===== config.mk =====
export PLATFORM = sky130hd
export DESIGN_NAME = muldiv_seq_flat
export DESIGN_NICKNAME = d
export VERILOG_FILES = /design/src/rtl/muldiv_seq_pkg.sv /design/src/rtl/muldiv_seq_if.sv /design/src/rtl/muldiv_seq_step.sv /design/src/rtl/muldiv_seq.sv /design/src/flat_wrapper.sv
export SDC_FILE = /design/constraint.sdc
export NUM_CORES = 1
export LEC_CHECK = 0
export CAP_MARGIN = 15
export CORE_MARGIN = 5
export CORE_UTILIZATION = 55
export CTS_CLUSTER_SIZE = 10
export DETAILED_ROUTE_END_ITERATION = 8
export PLACE_DENSITY = 0.84
export SLEW_MARGIN = 20
export SYNTH_ARGS = -nofsm -noshare
export SYNTH_HDL_FRONTEND = slang
export SYNTH_HIERARCHICAL = 1
export SYNTH_SLANG_ARGS = --single-unit

===== constraint.sdc =====
create_clock -name clk -period 8.01 [get_ports clk]
set_clock_uncertainty 0.05 [all_clocks]
set_input_delay 1.602 -clock clk [delete_from_list [all_inputs] [get_ports clk]]
set_output_delay 1.602 -clock clk [all_outputs]
set_load 0.05 [all_outputs]

===== src/rtl/muldiv_seq_pkg.sv =====
// rtl/muldiv_seq_pkg.sv - command, flag and state encodings shared by the muldiv sequencer and its bench
package muldiv_seq_pkg;

   localparam logic [5:0] CMD_MUL  = 6'h18;
   localparam logic [5:0] CMD_IMUL = 6'h19;
   localparam logic [5:0] CMD_DIV  = 6'h1A;
   localparam logic [5:0] CMD_IDIV = 6'h1B;

   // Bit positions inside the 5-bit {CF,PF,ZF,SF,OF} status word
   localparam int EFLAGS_CF = 4;
   localparam int EFLAGS_PF = 3;
   localparam int EFLAGS_ZF = 2;
   localparam int EFLAGS_SF = 1;
   localparam int EFLAGS_OF = 0;

   localparam logic [1:0] MULDIV_ST_IDLE = 2'd0;
   localparam logic [1:0] MULDIV_ST_RUN  = 2'd1;
   localparam logic [1:0] MULDIV_ST_FIX  = 2'd2;
   localparam logic [1:0] MULDIV_ST_DONE = 2'd3;

   typedef enum logic [1:0] {
      ST_IDLE = MULDIV_ST_IDLE,
      ST_RUN  = MULDIV_ST_RUN,
      ST_FIX  = MULDIV_ST_FIX,
      ST_DONE = MULDIV_ST_DONE
   } muldiv_state_e;

   function automatic logic [4:0] mul_status(input logic [4:0] st, input logic ovf);
      logic [4:0] r;
      r            = st;
      r[EFLAGS_CF] = ovf;
      r[EFLAGS_OF] = ovf;
      return r;
   endfunction

endpackage


===== src/rtl/muldiv_seq_if.sv =====
// rtl/muldiv_seq_if.sv - request/response bundle between execute (master) and the muldiv sequencer (slave)
interface muldiv_seq_if #(
   parameter int WIDTH = 32
);
   logic             in_valid;
   logic             in_ready;
   logic [5:0]       opc;
   logic [WIDTH-1:0] opnd0_r;
   logic [WIDTH-1:0] opnd1_r;
   logic [WIDTH-1:0] divd_hi_r;
   logic [4:0]       status_in;
   logic             flush;
   logic             out_valid;
   logic             out_ready;
   logic [WIDTH-1:0] result_lo;
   logic [WIDTH-1:0] result_hi;
   logic [4:0]       status_out;
   logic             div_fault;

   modport master (
      output in_valid, opc, opnd0_r, opnd1_r, divd_hi_r, status_in, flush, out_ready,
      input  in_ready, out_valid, result_lo, result_hi, status_out, div_fault
   );

   modport slave (
      input  in_valid, opc, opnd0_r, opnd1_r, divd_hi_r, status_in, flush, out_ready,
      output in_ready, out_valid, result_lo, result_hi, status_out, div_fault
   );
endinterface


===== src/rtl/muldiv_seq_step.sv =====
// rtl/muldiv_seq_step.sv - one combinational shift-add (mul) or restoring shift-subtract (div) step on {acc,q}
module muldiv_step #(
   parameter int WIDTH = 32
) (
   input  logic             is_div_i,
   input  logic [WIDTH-1:0] acc_i,
   input  logic [WIDTH-1:0] q_i,
   input  logic [WIDTH-1:0] b_i,
   output logic [WIDTH-1:0] acc_o,
   output logic [WIDTH-1:0] q_o
);
   logic [WIDTH:0] sum;
   logic [WIDTH:0] rem;
   logic [WIDTH:0] diff;

   always_comb begin
      sum  = {1'b0, acc_i} + (q_i[0] ? {1'b0, b_i} : '0);
      rem  = {acc_i, q_i[WIDTH-1]};
      // acc < divisor holds on entry, so diff[WIDTH] is a clean borrow
      diff = rem - {1'b0, b_i};
      if (is_div_i) begin
         if (!diff[WIDTH]) begin
            acc_o = diff[WIDTH-1:0];
            q_o   = {q_i[WIDTH-2:0], 1'b1};
         end else begin
            acc_o = rem[WIDTH-1:0];
            q_o   = {q_i[WIDTH-2:0], 1'b0};
         end
      end else begin
         acc_o = sum[WIDTH:1];
         q_o   = {sum[0], q_i[WIDTH-1:1]};
      end
   end
endmodule


===== src/rtl/muldiv_seq.sv =====
// rtl/muldiv_seq.sv - multi-cycle MUL/IMUL/DIV/IDIV sequencer with signed fix-up and divide-fault detection
// Optional MULDIV_EARLY_OUT_EN: multiplies finish early once the remaining multiplier bits are zero.
module muldiv_seq
   import muldiv_seq_pkg::*;
#(
   parameter int WIDTH = 32
) (
   input logic         clk,
   input logic         rst_n,
   muldiv_seq_if.slave bus
);
   localparam int            CW       = $clog2(WIDTH) + 1;
   localparam logic [CW-1:0] CNT_FULL = CW'(WIDTH);

   muldiv_state_e    state_q;
   logic [CW-1:0]    cnt_q;
   logic [WIDTH-1:0] acc_q, q_q, b_q;
   logic [5:0]       op_q;
   logic             neg_res_q, neg_rem_q, ovf_q;
   logic [4:0]       st_in_q;
   logic             out_valid_q, fault_q;
   logic [WIDTH-1:0] res_lo_q, res_hi_q;
   logic [4:0]       st_out_q;

   logic             is_mul_in, is_imul_in, is_div_in, is_idiv_in;
   logic             sgn0, sgn1;
   logic [WIDTH-1:0] mag0, mag1;
   logic [2*WIDTH-1:0] dvd_mag;
   logic             early_fault;

   logic             is_div_q;
   logic [WIDTH-1:0] acc_d, q_d;
   logic [2*WIDTH-1:0] prod_fx;
   logic [WIDTH-1:0] quo_fx, rem_fx;
   logic             quo_ovf, mul_ovf;

   assign bus.in_ready   = (state_q == ST_IDLE);
   assign bus.out_valid  = out_valid_q;
   assign bus.result_lo  = res_lo_q;
   assign bus.result_hi  = res_hi_q;
   assign bus.status_out = st_out_q;
   assign bus.div_fault  = fault_q;

   // Signed commands are converted to magnitudes on capture; sgn0 is the multiplicand/dividend sign
   always_comb begin
      is_mul_in   = (bus.opc == CMD_MUL);
      is_imul_in  = (bus.opc == CMD_IMUL);
      is_div_in   = (bus.opc == CMD_DIV);
      is_idiv_in  = (bus.opc == CMD_IDIV);
      sgn0        = is_imul_in ? bus.opnd0_r[WIDTH-1] : (is_idiv_in & bus.divd_hi_r[WIDTH-1]);
      sgn1        = (is_imul_in | is_idiv_in) & bus.opnd1_r[WIDTH-1];
      mag0        = (is_imul_in & sgn0) ? -bus.opnd0_r : bus.opnd0_r;
      mag1        = sgn1 ? -bus.opnd1_r : bus.opnd1_r;
      dvd_mag     = (is_idiv_in & sgn0) ? -{bus.divd_hi_r, bus.opnd0_r} : {bus.divd_hi_r, bus.opnd0_r};
      early_fault = ((is_div_in | is_idiv_in) & (bus.opnd1_r == '0))
                  | (is_div_in & (bus.divd_hi_r >= bus.opnd1_r));
   end

   assign is_div_q = (op_q == CMD_DIV) | (op_q == CMD_IDIV);

   muldiv_step #(.WIDTH(WIDTH)) u_step (
      .is_div_i (is_div_q),
      .acc_i    (acc_q),
      .q_i      (q_q),
      .b_i      (b_q),
      .acc_o    (acc_d),
      .q_o      (q_d)
   );

   always_comb begin
      prod_fx = neg_res_q ? -{acc_q, q_q} : {acc_q, q_q};
      mul_ovf = (op_q == CMD_IMUL) ? (prod_fx[2*WIDTH-1:WIDTH] != {WIDTH{prod_fx[WIDTH-1]}})
                                   : (prod_fx[2*WIDTH-1:WIDTH] != '0);
      quo_fx  = neg_res_q ? -q_q : q_q;
      rem_fx  = neg_rem_q ? -acc_q : acc_q;
      // A negative quotient may reach -2^(W-1); a positive one must stay below 2^(W-1)
      quo_ovf = ovf_q | (q_q[WIDTH-1] & (~neg_res_q | (|q_q[WIDTH-2:0])));
   end

`ifdef MULDIV_EARLY_OUT_EN
   logic               early_hit;
   logic [2*WIDTH-1:0] pp_shift;
   always_comb begin
      early_hit = ~is_div_q & ((q_q & ~({WIDTH{1'b1}} << cnt_q)) == '0);
      pp_shift  = {acc_q, q_q} >> cnt_q;
   end
`endif

   always_ff @(posedge clk or negedge rst_n) begin
      if (!rst_n) begin
         state_q     <= ST_IDLE;
         cnt_q       <= '0;
         acc_q       <= '0;
         q_q         <= '0;
         b_q         <= '0;
         op_q        <= '0;
         neg_res_q   <= 1'b0;
         neg_rem_q   <= 1'b0;
         ovf_q       <= 1'b0;
         st_in_q     <= '0;
         out_valid_q <= 1'b0;
         fault_q     <= 1'b0;
         res_lo_q    <= '0;
         res_hi_q    <= '0;
         st_out_q    <= '0;
      end else if (bus.flush) begin
         state_q     <= ST_IDLE;
         cnt_q       <= '0;
         out_valid_q <= 1'b0;
         fault_q     <= 1'b0;
         res_lo_q    <= '0;
         res_hi_q    <= '0;
         st_out_q    <= '0;
      end else begin
         case (state_q)
            ST_IDLE: begin
               if (bus.in_valid) begin
                  op_q      <= bus.opc;
                  st_in_q   <= bus.status_in;
                  neg_res_q <= sgn0 ^ sgn1;
                  neg_rem_q <= sgn0;
                  ovf_q     <= is_idiv_in & (dvd_mag[2*WIDTH-1:WIDTH] >= mag1);
                  if (is_mul_in | is_imul_in) begin
                     acc_q <= '0;
                     q_q   <= mag1;
                     b_q   <= mag0;
                  end else begin
                     acc_q <= dvd_mag[2*WIDTH-1:WIDTH];
                     q_q   <= dvd_mag[WIDTH-1:0];
                     b_q   <= mag1;
                  end
                  if (early_fault | ~(is_mul_in | is_imul_in | is_div_in | is_idiv_in)) begin
                     state_q  <= ST_DONE;
                     cnt_q    <= '0;
                     res_lo_q <= '0;
                     res_hi_q <= '0;
                     st_out_q <= bus.status_in;
                     fault_q  <= early_fault;
                  end else begin
                     state_q <= ST_RUN;
                     cnt_q   <= CNT_FULL;
                  end
               end
            end
            ST_RUN: begin
`ifdef MULDIV_EARLY_OUT_EN
               if (early_hit) begin
                  acc_q   <= pp_shift[2*WIDTH-1:WIDTH];
                  q_q     <= pp_shift[WIDTH-1:0];
                  cnt_q   <= '0;
                  state_q <= ST_FIX;
               end else begin
                  acc_q <= acc_d;
                  q_q   <= q_d;
                  cnt_q <= cnt_q - 1'b1;
                  if (cnt_q == CW'(1)) state_q <= ST_FIX;
               end
`else
               acc_q <= acc_d;
               q_q   <= q_d;
               cnt_q <= cnt_q - 1'b1;
               if (cnt_q == CW'(1)) state_q <= ST_FIX;
`endif
            end
            ST_FIX: begin
               state_q <= ST_DONE;
               if (!is_div_q) begin
                  res_lo_q <= prod_fx[WIDTH-1:0];
                  res_hi_q <= prod_fx[2*WIDTH-1:WIDTH];
                  st_out_q <= mul_status(st_in_q, mul_ovf);
                  fault_q  <= 1'b0;
               end else if ((op_q == CMD_IDIV) && quo_ovf) begin
                  res_lo_q <= '0;
                  res_hi_q <= '0;
                  st_out_q <= st_in_q;
                  fault_q  <= 1'b1;
               end else begin
                  res_lo_q <= quo_fx;
                  res_hi_q <= rem_fx;
                  st_out_q <= st_in_q;
                  fault_q  <= 1'b0;
               end
            end
            ST_DONE: begin
               // out_valid rises one cycle after DONE is entered, then holds until taken
               if (!out_valid_q) begin
                  out_valid_q <= 1'b1;
               end else if (bus.out_ready) begin
                  out_valid_q <= 1'b0;
                  state_q     <= ST_IDLE;
               end
            end
            default: state_q <= ST_IDLE;
         endcase
      end
   end
endmodule


===== src/flat_wrapper.sv =====
// flat-port wrapper written by rule: the top's interface ports become plain ports
module muldiv_seq_flat import muldiv_seq_pkg::*;
#(
   parameter int WIDTH = 32
)
  (clk, rst_n, bus_in_valid, bus_opc, bus_opnd0_r, bus_opnd1_r, bus_divd_hi_r, bus_status_in, bus_flush, bus_out_ready, bus_in_ready, bus_out_valid, bus_result_lo, bus_result_hi, bus_status_out, bus_div_fault);
  muldiv_seq_if #(.WIDTH(WIDTH)) bus_i ();
  input logic clk;
  input logic rst_n;
  input wire logic [$bits(bus_i.in_valid)-1:0] bus_in_valid;
  input wire logic [$bits(bus_i.opc)-1:0] bus_opc;
  input wire logic [$bits(bus_i.opnd0_r)-1:0] bus_opnd0_r;
  input wire logic [$bits(bus_i.opnd1_r)-1:0] bus_opnd1_r;
  input wire logic [$bits(bus_i.divd_hi_r)-1:0] bus_divd_hi_r;
  input wire logic [$bits(bus_i.status_in)-1:0] bus_status_in;
  input wire logic [$bits(bus_i.flush)-1:0] bus_flush;
  input wire logic [$bits(bus_i.out_ready)-1:0] bus_out_ready;
  output wire logic [$bits(bus_i.in_ready)-1:0] bus_in_ready;
  output wire logic [$bits(bus_i.out_valid)-1:0] bus_out_valid;
  output wire logic [$bits(bus_i.result_lo)-1:0] bus_result_lo;
  output wire logic [$bits(bus_i.result_hi)-1:0] bus_result_hi;
  output wire logic [$bits(bus_i.status_out)-1:0] bus_status_out;
  output wire logic [$bits(bus_i.div_fault)-1:0] bus_div_fault;
  assign bus_i.in_valid = bus_in_valid;
  assign bus_i.opc = bus_opc;
  assign bus_i.opnd0_r = bus_opnd0_r;
  assign bus_i.opnd1_r = bus_opnd1_r;
  assign bus_i.divd_hi_r = bus_divd_hi_r;
  assign bus_i.status_in = bus_status_in;
  assign bus_i.flush = bus_flush;
  assign bus_i.out_ready = bus_out_ready;
  assign bus_in_ready = bus_i.in_ready;
  assign bus_out_valid = bus_i.out_valid;
  assign bus_result_lo = bus_i.result_lo;
  assign bus_result_hi = bus_i.result_hi;
  assign bus_status_out = bus_i.status_out;
  assign bus_div_fault = bus_i.div_fault;
  muldiv_seq #(.WIDTH(WIDTH)) u_core (.clk(clk), .rst_n(rst_n), .bus(bus_i));
endmodule

==> flow_metrics.py <==
metrics = {
    "finish": {
        "fin_nets": 2943,
        "area_growth_pct": 13.32,
        "drive_gt1_share_pct": 5.399,
        "stdcell_area_um2": 22590,
    },
    "synth": {
        "synthXorXnorAreaFrac_pct": 10.80,
        "synth_fa_ha_area_share_pct": 8.864,
        "yosys.area.top_type_share_pct": 23.73,
        "yosys-mux-area-fraction_pct": 4.344,
        "synthSimpleGateAreaFrac_pct": 21.23,
        "netlist_area_um2": 19930,
        "seq_area_frac_synth_pct": 23.73,
        "syn_area_per_cell_um2": 7.604,
        "yosysTopAreaCell": "dfrtp_1",
        "yosys_warnings": 6,
        "ys_async_sr_fraction_pct": 100.0,
        "syn_nets": 2873,
        "synth_area_leaders": "dfrtp_1, ha_1, a21oi_1, xnor2_1, o21ai_0",
        "synthCells": 2621,
        "synth.distinct_cells": 85,
        "synth_compound_area_share_pct": 25.35,
        "synth_top_family_by_area": "compound AO/OA/AOI/OAI gates",
        "ys.flop_type": "dfrtp_1",
        "synth_edf_count": 0,
        "ys_ff_latch": 189,
    },
    "critical_path": {
        "reg2reg_depth": 11,
        "critPathArrivalTime_ps": 6710,
        "crit_family": "simple AND/OR/NAND/NOR gates",
        "r2r-end": "u_core/bus.status_out[0]",
        "cp.depth": 16,
        "cpMaxStageDelayCell": "nor4_1",
        "crit_top_cell": "nor4_1",
        "worstSetupEndpointType": "flop",
        "rr_startpoint": "u_core/acc_q[0]",
        "cp-start-kind": "input pin",
        "path_cells": "clkdlybuf4s50_1, nor4_2, nand4b_1, nor4_1, buf_4, and2_1, nand2_1, nor4_1, a21oi_1, xor2_1, ha_1, nand4_1, nor4_1, o21ai_0, or4_1, a21oi_1",
        "criticalPathCategory": "in2reg",
        "crit_buf_inv": 2,
        "rrSetupSlack_ps": 3180,
        "required_ps": 8330,
        "max_stage_delay_ps": 590,
        "cp_max_fo": 9,
    },
    "sta": {
        "setup_violations": 0,
        "min_period_ps": 6392,
        "rsz0062_at_grt": "no",
        "final.setup.tns_ps": 0,
        "drv_slew": 0,
        "finalCritPeriodShare_pct": 79.80,
        "worst_pin_slew_ps": 1049,
        "relSlewSlack_pct": 29.80,
        "hold_viol_final": 0,
        "fmaxAchievable_mhz": 156.5,
        "hold-worst-slack_ps": 429.4,
    },
    "routing": {
        "drc": 0,
        "drt_wl_total_mm": 72.68,
        "drtIter0Drc": 2939,
        "dr.pass1.iters": 6,
        "vias_per_cell": 6.592,
        "vias": 20877,
        "wire_per_inst_um": 22.95,
        "ant_nets": 0,
    },
    "floorplanning": {
        "ios": 184,
        "start_util_pct": 55.90,
        "die_w_um": 200.4,
        "row_count": 69,
        "design.die.area_um2": 40140,
        "coreArea_um2": 35660,
        "fp.dieH_um": 200.4,
    },
    "power": {
        "leakagePower_uw": 0.009054,
        "power_density_nw_per_um2": 398.2,
        "vdd_drop_max_uv": 267.5,
    },
    "cts": {
        "clk_latency_ps": 450,
        "hold_buffers": 0,
        "numCtsBuffers": 17,
        "cts.sinks": 189,
        "cts_max_level": 4,
        "cts_tree": "yes",
        "cts_buffer_depth": 2,
        "clk_pin_slew_ps": 80,
        "ctsResizeCount": 0,
        "post-cts-setup-buffer-count": 0,
        "cts-root-buf": "clkbuf_16",
    },
    "hold_path": {
        "hold_start": "u_core/bus.result_lo[23]",
        "holdPathStages": 2,
        "min_to": "u_core/bus.result_lo[23]",
        "min_path_type": "reg2reg",
    },
    "global_routing": {
        "gr-usage-all-layers_pct": 34.45,
        "grt_max_degree": 80,
        "grt_pass1_wl_mm": 111.5,
        "gr-total-overflow": 0,
        "grt_pass1_vias": 19257,
        "grt_antenna_before_repair": 2,
    },
    "placement": {
        "gp_congestion": 1.075,
        "port_buffers": 183,
        "dp_hpwl_mm": 56.83,
        "dpl_cell_area_um2": 21960,
    },
    "outcome": {
        "outcome": "finished clean",
    },
    "flow_run": {
        "cap_violations": 0,
    },
}
## worst reg2reg max path, stage by stage (launching register included)
cell       delay, ps
dfrtp_1          560
inv_1            240
ha_1             290
nor3b_1          600
nand3_1          380
nor4_1           670
o31ai_1          120
a2111oi_0        640
nand4_1          230
a2111oi_2        340
o2111a_1         450
o21ai_1          140
## logic make-up after synthesis
kind of cell             count (synthesis)
XOR/XNOR                               245
AO/OA/AOI/OAI                          809
buffers and inverters                  283
multiplexers                            80
flip-flops                             189
adder cells (fa/ha/maj)                140
AND/OR/NAND/NOR                        875
## cell type report
class / instances / area [um2]
multi-input cells: 2149 / 14130
diodes: 2 / 5.005
clock buffers: 19 / 442.9
well taps: 461 / 576.8
inverters: 122 / 457.9
clock inverters: 13 / 168.9
flip-flops and latches: 189 / 4732
repair buffers: 212 / 2076
fillers: 3162 / 13070
## cells in the final DEF (no fill, tap or decap), drive strengths merged, types with 10 or more instances in the layout
cell and n:
mux2i 31, or2 10, clkdlybuf4s50 182, nor4 38, ha 138, mux2 49, nor2b 18, and2 41
o211ai 16, nor3 54, o21bai 12, a31oi 22, nand2 245, a22oi 35, xor2 115, or4 13
o31ai 100, a21o 29, a211oi 48, nor2 255, buf 30, nand4 39, clkbuf 19, a21oi 243
xnor2 130, o21a 21, inv 129, nand3 46, a41oi 10, nand3b 12, o21ai 212, nand2b 26
or3 41, dfrtp 189, o41ai 18
## where the power goes
group / internal, uW / switching [uW]
sequential: 1320 / 729
combinational: 2400 / 3650
clock: 460 / 430
total: 4190 / 4810
## cells in the mapped netlist (38+ instances only)
cell type and n:
a211oi_1 48, a21oi_1 239, and2_1 41, clkbuf_1 129
dfrtp_1 189, ha_1 138, inv_1 120, mux2_2 47
nand2_1 245, nand3_1 46, nand4_1 38, nor2_1 255
nor3_1 54, o21ai_0 203, o31ai_1 100, or3_1 40
xnor2_1 129, xor2_1 115
## sequential cells by signal, indices dropped and copies added, names as in the netlist, 5 cells and up
name,flops
u_core/acc_q,32
u_core/b_q,32
u_core/bus.result_hi,32
u_core/bus.result_lo,32
u_core/q_q,32
u_core/cnt_q,6
u_core/op_q,6
u_core/bus.status_out,5
u_core/st_in_q,5
## routing by layer
layer	GRT usage, %	wire length [um]
met5	0	10
met4	13.64	3198
met3	5.126	6955
met2	53.91	32400
met1	48.21	30120
## how the worst max path moves through the flow
stage / from / end / slack [ps]
floorplan: bus_opnd0_r[14] / u_core/ovf_q / 2540
global placement: bus_opnd0_r[16] / u_core/ovf_q / 1370
detailed placement: bus_opnd0_r[16] / u_core/ovf_q / 1370
CTS: bus_opnd0_r[16] / u_core/ovf_q / 1820
global route: bus_opnd0_r[16] / u_core/ovf_q / 1320
finish: bus_opnd0_r[16] / u_core/ovf_q / 1620
## per-stage QoR
stage                     std cells  power, uW  util, %  worst slack [ps]
after floorplan                2621       6304        -              2543
after global placement         3133       7757    61.58              1374
after detailed placement       3133       7911    61.58              1374
after CTS                      3165       8840    63.30              1824
after global routing           3165       9589    63.33              1325
final                          3167       8994    63.34              1618
Power figures use the tool's default switching activity.
